==> src/rtl/adder64_arbiter_if.sv <==
// Bundle of requester, adder and result signals shared by the round-robin adder arbiter.
// The master modport is the arbiter's view; the slave modport is the surrounding environment.
interface adder64_arbiter_if #(
  parameter int NUM_REQ = 4,
  parameter int ID_W    = 2
);
  logic [NUM_REQ-1:0]    req_valid;
  logic [NUM_REQ-1:0]    req_ready;
  logic [NUM_REQ*64-1:0] req_a;
  logic [NUM_REQ*64-1:0] req_b;
  logic [NUM_REQ*8-1:0]  req_cin;
  logic [NUM_REQ*8-1:0]  req_cmsk_n;

  logic                  add_rst_n;
  logic                  add_en;
  logic                  add_valid;
  logic [63:0]           add_a;
  logic [63:0]           add_b;
  logic [7:0]            add_cin;
  logic [7:0]            add_cmsk_n;
  logic [63:0]           add_sum;
  logic                  add_cout;
  logic                  add_rdy;

  logic                  res_valid;
  logic                  res_ready;
  logic [ID_W-1:0]       res_id;
  logic [63:0]           res_sum;
  logic                  res_cout;
  logic [3:0]            inflight;
  logic                  err;

  modport master (
    input  req_valid, req_a, req_b, req_cin, req_cmsk_n,
    input  add_sum, add_cout, add_rdy, res_ready,
    output req_ready, add_rst_n, add_en, add_valid, add_a, add_b, add_cin, add_cmsk_n,
    output res_valid, res_id, res_sum, res_cout, inflight, err
  );

  modport slave (
    output req_valid, req_a, req_b, req_cin, req_cmsk_n,
    output add_sum, add_cout, add_rdy, res_ready,
    input  req_ready, add_rst_n, add_en, add_valid, add_a, add_b, add_cin, add_cmsk_n,
    input  res_valid, res_id, res_sum, res_cout, inflight, err
  );
endinterface

==> src/rtl/adder64_arbiter.sv <==
// Round-robin scheduler sharing one pipelined 64-bit adder between NUM_REQ requesters,
// with a shadow ID pipeline, a held output register and whole-pipeline stall on backpressure.
module adder64_arbiter #(
  parameter int NUM_REQ = 4,
  parameter int LATENCY = 9,
  parameter int ID_W    = 2
) (
  input  logic              clk,
  input  logic              rst,
  adder64_arbiter_if.master bus
);

  logic                  adv_s;
  logic                  issue_s;
  logic                  hs_s;
  logic                  found_hi_s;
  logic                  found_lo_s;
  logic [ID_W-1:0]       grant_hi_s;
  logic [ID_W-1:0]       grant_lo_s;
  logic [ID_W-1:0]       grant_s;
  logic [NUM_REQ-1:0]    req_ready_s;
  logic [63:0]           add_a_s;
  logic [63:0]           add_b_s;
  logic [7:0]            add_cin_s;
  logic [7:0]            add_cmsk_n_s;

  logic [ID_W-1:0]       rr_q, rr_d;
  logic [LATENCY-1:0]    tag_v_q, tag_v_d;
  logic [ID_W-1:0]       tag_id_q [LATENCY];
  logic [ID_W-1:0]       tag_id_d [LATENCY];
  logic                  res_valid_q, res_valid_d;
  logic [ID_W-1:0]       res_id_q, res_id_d;
  logic [63:0]           res_sum_q, res_sum_d;
  logic                  res_cout_q, res_cout_d;
  logic [3:0]            inflight_q, inflight_d;
  logic                  err_q, err_d;

  // The whole adder stalls only when a held result blocks a result arriving at the head.
  assign adv_s   = !res_valid_q || bus.res_ready || !tag_v_q[LATENCY-1];
  assign issue_s = adv_s && (|bus.req_valid);
  assign hs_s    = res_valid_q && bus.res_ready;

  // Round-robin search: first requester at or above the pointer, else lowest requester.
  always_comb begin
    found_hi_s = 1'b0;
    found_lo_s = 1'b0;
    grant_hi_s = '0;
    grant_lo_s = '0;
    for (int i = 0; i < NUM_REQ; i++) begin
      if (bus.req_valid[i] && !found_hi_s && (ID_W'(i) >= rr_q)) begin
        grant_hi_s = ID_W'(i);
        found_hi_s = 1'b1;
      end else begin
        found_hi_s = found_hi_s;
      end
      if (bus.req_valid[i] && !found_lo_s) begin
        grant_lo_s = ID_W'(i);
        found_lo_s = 1'b1;
      end else begin
        found_lo_s = found_lo_s;
      end
    end
    if (found_hi_s) begin
      grant_s = grant_hi_s;
    end else begin
      grant_s = grant_lo_s;
    end
  end

  // Accept strobes and operand mux toward the adder; buses are zero when nothing issues.
  always_comb begin
    req_ready_s  = '0;
    add_a_s      = 64'h0;
    add_b_s      = 64'h0;
    add_cin_s    = 8'h00;
    add_cmsk_n_s = 8'h00;
    for (int i = 0; i < NUM_REQ; i++) begin
      if (issue_s && (grant_s == ID_W'(i))) begin
        req_ready_s[i] = 1'b1;
        add_a_s        = bus.req_a[i*64 +: 64];
        add_b_s        = bus.req_b[i*64 +: 64];
        add_cin_s      = bus.req_cin[i*8 +: 8];
        add_cmsk_n_s   = bus.req_cmsk_n[i*8 +: 8];
      end else begin
        req_ready_s[i] = 1'b0;
      end
    end
  end

  // Next-state for the pointer, tag pipeline, output register, count and error flag.
  always_comb begin
    rr_d        = rr_q;
    tag_v_d     = tag_v_q;
    tag_id_d    = tag_id_q;
    res_valid_d = res_valid_q;
    res_id_d    = res_id_q;
    res_sum_d   = res_sum_q;
    res_cout_d  = res_cout_q;
    inflight_d  = inflight_q;
    err_d       = err_q;

    if (issue_s) begin
      if (grant_s == ID_W'(NUM_REQ - 1)) begin
        rr_d = '0;
      end else begin
        rr_d = grant_s + ID_W'(1);
      end
    end else begin
      rr_d = rr_q;
    end

    if (adv_s) begin
      tag_v_d[0]  = issue_s;
      tag_id_d[0] = grant_s;
      for (int k = 1; k < LATENCY; k++) begin
        tag_v_d[k]  = tag_v_q[k-1];
        tag_id_d[k] = tag_id_q[k-1];
      end
    end else begin
      tag_v_d = tag_v_q;
    end

    // A head load wins over the accept, so accept-and-load back to back leaves no bubble.
    if (adv_s && tag_v_q[LATENCY-1]) begin
      res_valid_d = 1'b1;
      res_id_d    = tag_id_q[LATENCY-1];
      res_sum_d   = bus.add_sum;
      res_cout_d  = bus.add_cout;
    end else if (hs_s) begin
      res_valid_d = 1'b0;
    end else begin
      res_valid_d = res_valid_q;
    end

    if (adv_s && (tag_v_q[LATENCY-1] != bus.add_rdy)) begin
      err_d = 1'b1;
    end else begin
      err_d = err_q;
    end

    case ({issue_s, hs_s})
      2'b10:   inflight_d = inflight_q + 4'd1;
      2'b01:   inflight_d = inflight_q - 4'd1;
      default: inflight_d = inflight_q;
    endcase
  end

  // State registers with synchronous reset discarding everything in flight.
  always_ff @(posedge clk) begin
    if (rst) begin
      rr_q        <= '0;
      tag_v_q     <= '0;
      for (int k = 0; k < LATENCY; k++) begin
        tag_id_q[k] <= '0;
      end
      res_valid_q <= 1'b0;
      res_id_q    <= '0;
      res_sum_q   <= 64'h0;
      res_cout_q  <= 1'b0;
      inflight_q  <= 4'd0;
      err_q       <= 1'b0;
    end else begin
      rr_q        <= rr_d;
      tag_v_q     <= tag_v_d;
      tag_id_q    <= tag_id_d;
      res_valid_q <= res_valid_d;
      res_id_q    <= res_id_d;
      res_sum_q   <= res_sum_d;
      res_cout_q  <= res_cout_d;
      inflight_q  <= inflight_d;
      err_q       <= err_d;
    end
  end

  assign bus.req_ready  = req_ready_s;
  assign bus.add_rst_n  = ~rst;
  assign bus.add_en     = adv_s;
  assign bus.add_valid  = issue_s;
  assign bus.add_a      = add_a_s;
  assign bus.add_b      = add_b_s;
  assign bus.add_cin    = add_cin_s;
  assign bus.add_cmsk_n = add_cmsk_n_s;
  assign bus.res_valid  = res_valid_q;
  assign bus.res_id     = res_id_q;
  assign bus.res_sum    = res_sum_q;
  assign bus.res_cout   = res_cout_q;
  assign bus.inflight   = inflight_q;
  assign bus.err        = err_q;

endmodule

==> src/flat_wrapper.sv <==
// flat-port wrapper written by rule: the top's interface ports become plain ports
module adder64_arbiter_flat 
#(
  parameter int NUM_REQ = 4,
  parameter int LATENCY = 9,
  parameter int ID_W    = 2
)
  (clk, rst, bus_req_valid, bus_req_a, bus_req_b, bus_req_cin, bus_req_cmsk_n, bus_add_sum, bus_add_cout, bus_add_rdy, bus_res_ready, bus_req_ready, bus_add_rst_n, bus_add_en, bus_add_valid, bus_add_a, bus_add_b, bus_add_cin, bus_add_cmsk_n, bus_res_valid, bus_res_id, bus_res_sum, bus_res_cout, bus_inflight, bus_err);
  adder64_arbiter_if #(.NUM_REQ(NUM_REQ), .ID_W(ID_W)) bus_i ();
  input  logic clk;
  input  logic rst;
  input wire logic [$bits(bus_i.req_valid)-1:0] bus_req_valid;
  input wire logic [$bits(bus_i.req_a)-1:0] bus_req_a;
  input wire logic [$bits(bus_i.req_b)-1:0] bus_req_b;
  input wire logic [$bits(bus_i.req_cin)-1:0] bus_req_cin;
  input wire logic [$bits(bus_i.req_cmsk_n)-1:0] bus_req_cmsk_n;
  input wire logic [$bits(bus_i.add_sum)-1:0] bus_add_sum;
  input wire logic [$bits(bus_i.add_cout)-1:0] bus_add_cout;
  input wire logic [$bits(bus_i.add_rdy)-1:0] bus_add_rdy;
  input wire logic [$bits(bus_i.res_ready)-1:0] bus_res_ready;
  output wire logic [$bits(bus_i.req_ready)-1:0] bus_req_ready;
  output wire logic [$bits(bus_i.add_rst_n)-1:0] bus_add_rst_n;
  output wire logic [$bits(bus_i.add_en)-1:0] bus_add_en;
  output wire logic [$bits(bus_i.add_valid)-1:0] bus_add_valid;
  output wire logic [$bits(bus_i.add_a)-1:0] bus_add_a;
  output wire logic [$bits(bus_i.add_b)-1:0] bus_add_b;
  output wire logic [$bits(bus_i.add_cin)-1:0] bus_add_cin;
  output wire logic [$bits(bus_i.add_cmsk_n)-1:0] bus_add_cmsk_n;
  output wire logic [$bits(bus_i.res_valid)-1:0] bus_res_valid;
  output wire logic [$bits(bus_i.res_id)-1:0] bus_res_id;
  output wire logic [$bits(bus_i.res_sum)-1:0] bus_res_sum;
  output wire logic [$bits(bus_i.res_cout)-1:0] bus_res_cout;
  output wire logic [$bits(bus_i.inflight)-1:0] bus_inflight;
  output wire logic [$bits(bus_i.err)-1:0] bus_err;
  assign bus_i.req_valid = bus_req_valid;
  assign bus_i.req_a = bus_req_a;
  assign bus_i.req_b = bus_req_b;
  assign bus_i.req_cin = bus_req_cin;
  assign bus_i.req_cmsk_n = bus_req_cmsk_n;
  assign bus_i.add_sum = bus_add_sum;
  assign bus_i.add_cout = bus_add_cout;
  assign bus_i.add_rdy = bus_add_rdy;
  assign bus_i.res_ready = bus_res_ready;
  assign bus_req_ready = bus_i.req_ready;
  assign bus_add_rst_n = bus_i.add_rst_n;
  assign bus_add_en = bus_i.add_en;
  assign bus_add_valid = bus_i.add_valid;
  assign bus_add_a = bus_i.add_a;
  assign bus_add_b = bus_i.add_b;
  assign bus_add_cin = bus_i.add_cin;
  assign bus_add_cmsk_n = bus_i.add_cmsk_n;
  assign bus_res_valid = bus_i.res_valid;
  assign bus_res_id = bus_i.res_id;
  assign bus_res_sum = bus_i.res_sum;
  assign bus_res_cout = bus_i.res_cout;
  assign bus_inflight = bus_i.inflight;
  assign bus_err = bus_i.err;
  adder64_arbiter #(.NUM_REQ(NUM_REQ), .LATENCY(LATENCY), .ID_W(ID_W)) u_core (.clk(clk), .rst(rst), .bus(bus_i));
endmodule
==> config.mk <==
export PLATFORM = sky130hd
export DESIGN_NAME = adder64_arbiter_flat
export DESIGN_NICKNAME = d
export VERILOG_FILES = /design/src/rtl/adder64_arbiter_if.sv /design/src/rtl/adder64_arbiter.sv /design/src/flat_wrapper.sv
export SDC_FILE = /design/constraint.sdc
export NUM_CORES = 1
export LEC_CHECK = 0
export CORE_AREA = 3 3 338 340
export DETAILED_ROUTE_END_ITERATION = 12
export DIE_AREA = 0 0 341 343
export GPL_ROUTABILITY_DRIVEN = 0
export GPL_TIMING_DRIVEN = 0
export SYNTH_ARGS = -nofsm -noshare
export SYNTH_HDL_FRONTEND = slang
export SYNTH_SLANG_ARGS = --single-unit
==> constraint.sdc <==
create_clock -name clk -period 6.75 [get_ports clk]
set_input_delay 1.35 -clock clk [delete_from_list [all_inputs] [get_ports clk]]
set_output_delay 1.35 -clock clk [all_outputs]
set_load 0.02 [all_outputs]
==> results.tsv <==
metric	value	unit
H-tree depth	3	
io pins	873	
die width	341	µm
design area	20300	µm²
DR vias/cell	3.88	
fin. max-slew vios	0	
fin nets	3146	
sequential area share after synthesis	0.223	
Core ar.	112000	µm²
CP endpoint kind	primary output	
share of cells above drive strength 1	0.0485	
initial DRC count	1016	
Max-Cap Viols	0	
Slew headroom	0.279	
Pwr Density	209	nW/µm²
most frequent cells in the layout	867 x clkdlybuf4s50_1, 378 x a21oi_1, 330 x nand2_1	
synth warn	0	
most common cell after layout, fill and taps aside	clkdlybuf4s50_1	
Final Hold Viols	0	
synthesized area	9170	µm²
Die Ht	343	µm
Cell Count Post-Placement	3978	
Max Clk Rate	0.151	GHz
worst clock skew	9.69	ps
Final Setup Violations	0	
latest clock arrival within the worst-skew pair	380	ps
Yosys reg bits	102	
DR vias	15600	
Critical Path RT	5400	ps
DRC	0	
Syn Inst Count	1605	
first-pass GRT wire length	137	mm
worst slew pin tran	1080	ps
initial antenna violation count	87	
Max VDD drop	0.135	mV
share of the synthesized area in the top cell type	0.223	
CTS tree	yes	
WL/cell	27.1	µm
GRT Total Usage	0.175	
Post-DRT Antenna Nets	0	
Setup CP Type	input pin to primary output	
DP Wirelength	98.0	mm
Hold WS	456	ps
status	completed	
vias in the first global route	14917	
row cnt	123	
Placed Area	19800	µm²
Initial Utilization	0.0819	
CTS sink cnt	102	
clock slew at reported path FFs	80	ps
Port Buffers	871	
LEAKAGE	0.00755	µW
dominant cell type by area after synthesis	dfxtp_1	
Root Driver	clkbuf_16	
grt total ovfl	0	
worst path arrival time	5290	ps
unrepaired setup endpoints after global routing	true	
pin count of the biggest net entering global routing	19	
Die ar.	117000	µm²
Clock Path Buffers	2	
library cells used by synthesis	33	
P&R area growth vs syn	121	%
Final Cycle Share	0.984	
largest cells by area after synthesis	dfxtp_1 22%, a21oi_1 21%, nand2_1 14%	
Synth Area per Inst	5.71	µm²
Crit Path Max Fanout	10	
syn_nets	2262	
CTS Buf Count	9	
Tightest Hold Check Type	register to register	
DRT Pass-1 Iters	7	
WL final	109	mm
Tmin final	6640	ps
crit path launch type	input pin	
Final Instance Count excl. Fillers	4018	
path summary, 6_finish.rpt:
path                            cells after the start                start  slack [ps]                     end
worst min-delay path                                2  u_core.tag_id_q[12]         460     u_core.tag_id_q[12]
worst max register to register                     10    u_core.tag_v_q[8]        3480  u_core.bus.inflight[3]
worst max-delay path                               12     bus_req_valid[0]         110           bus_add_a[13]
worst min register to register                      2  u_core.tag_id_q[12]         460     u_core.tag_id_q[12]
layout make-up:
cell class / count / area [µm²]
Clock inverter: 6 / 56.3
Multi-Input combinational cell: 1189 / 5970
Tap cell: 1500 / 1880
Fill cell: 12804 / 91600
Sequential cell: 102 / 2040
Buffer: 160 / 741
Clock buffer: 10 / 239
Inverter: 154 / 578
Antenna cell: 24 / 60.1
Timing Repair Buffer: 873 / 8740
cells in the mapped netlist:
cell type  count
xor2_1         2
clkbuf_1      97
a22oi_1      139
buf_1         10
nor2b_1        3
o22ai_1        1
nand3_1        2
and3b_1        1
buf_6          2
o31ai_1        2
o221ai_1       1
buf_4          4
a21oi_1      385
and3_1         1
nand2b_1       2
nor4_1         1
o21ai_0      140
a221oi_1       6
inv_1        153
nor3_2         1
or2_1          1
mux2i_1        1
o21a_1         1
nand2_1      330
buf_2         47
ha_1           7
nor2_1       150
or4_1          1
and2_1         5
clkinv_1       1
a211o_1        5
fa_1           1
dfxtp_1      102
logic make-up (layout without fill, tap and decap cells):
group,Yosys count,after routing,synth area share
AO/OA/AOI/OAI,680,680,0.415
XOR/XNOR,2,2,0.00191
adder cells (fa/ha/maj),8,8,0.0117
buffers and inverters,314,1203,0.138
flip-flops,102,102,0.223
multiplexers,1,1,0.00109
other,0,24,0
AND/OR/NAND/NOR,498,498,0.209
state kept, by name (all words and copies together), names as in the netlist:
| register | count |
|---|---|
| u_core.tag_id_q | 18 |
| u_core.tag_v_q | 9 |
| u_core.bus.res_id | 2 |
| u_core.bus.res_sum | 64 |
| u_core.bus.res_cout | 1 |
| u_core.bus.inflight | 4 |
| u_core.bus.err | 1 |
| u_core.rr_q | 2 |
| u_core.bus.res_valid | 1 |
layer usage:
layer,track usage,part of all wire,up-vias
met3,0.0511,0.083,188
met1,0.202,0.39,7352
met5,0,0.0020,-
met4,0.0454,0.028,32
met2,0.315,0.49,827
li1,-,-,7201
worst max-delay path, stage by stage:
cell	delay [ps]
clkdlybuf4s50_1	550
a21oi_1	100
o21a_1	210
o22ai_2	260
ha_1	190
buf_2	250
clkbuf_1	460
nand2_1	90
o21ai_0	830
a22oi_1	140
nor2_1	140
clkdlybuf4s50_1	690
power breakdown:
part           total [µW]  internal, µW  leakage (µW)  switching (µW)
registers             616           610      0.000825            5.70
logic                3080          1240       0.00658            1840
clock network         536           267      0.000146             269
per-stage QoR:
stage / worst slack [ps] / TNS (ps) / util / total power [µW]
finish: 108 / 0 / 0.181 / 4230
CTS: -80.7 / -222 / 0.180 / 4290
global route: -20.4 / -63.7 / 0.181 / 4490
global placement: -1640 / -47080 / 0.177 / 3700
detailed placement: -889 / -27180 / 0.177 / 3720
floorplan: 2230 / 0 / - / 1910
timing repair:
| item | 4_1_cts | 5_1_grt |
|---|---|---|
| setup endpoints to repair | 105 | 96 |
| hold buffers | 0 | 0 |
| pin swaps | 4 | 2 |
| buffers inserted | 0 | 0 |
| gates resized for setup | 45 | 51 |
No activity file was read; power rests on OpenSTA's default activity.
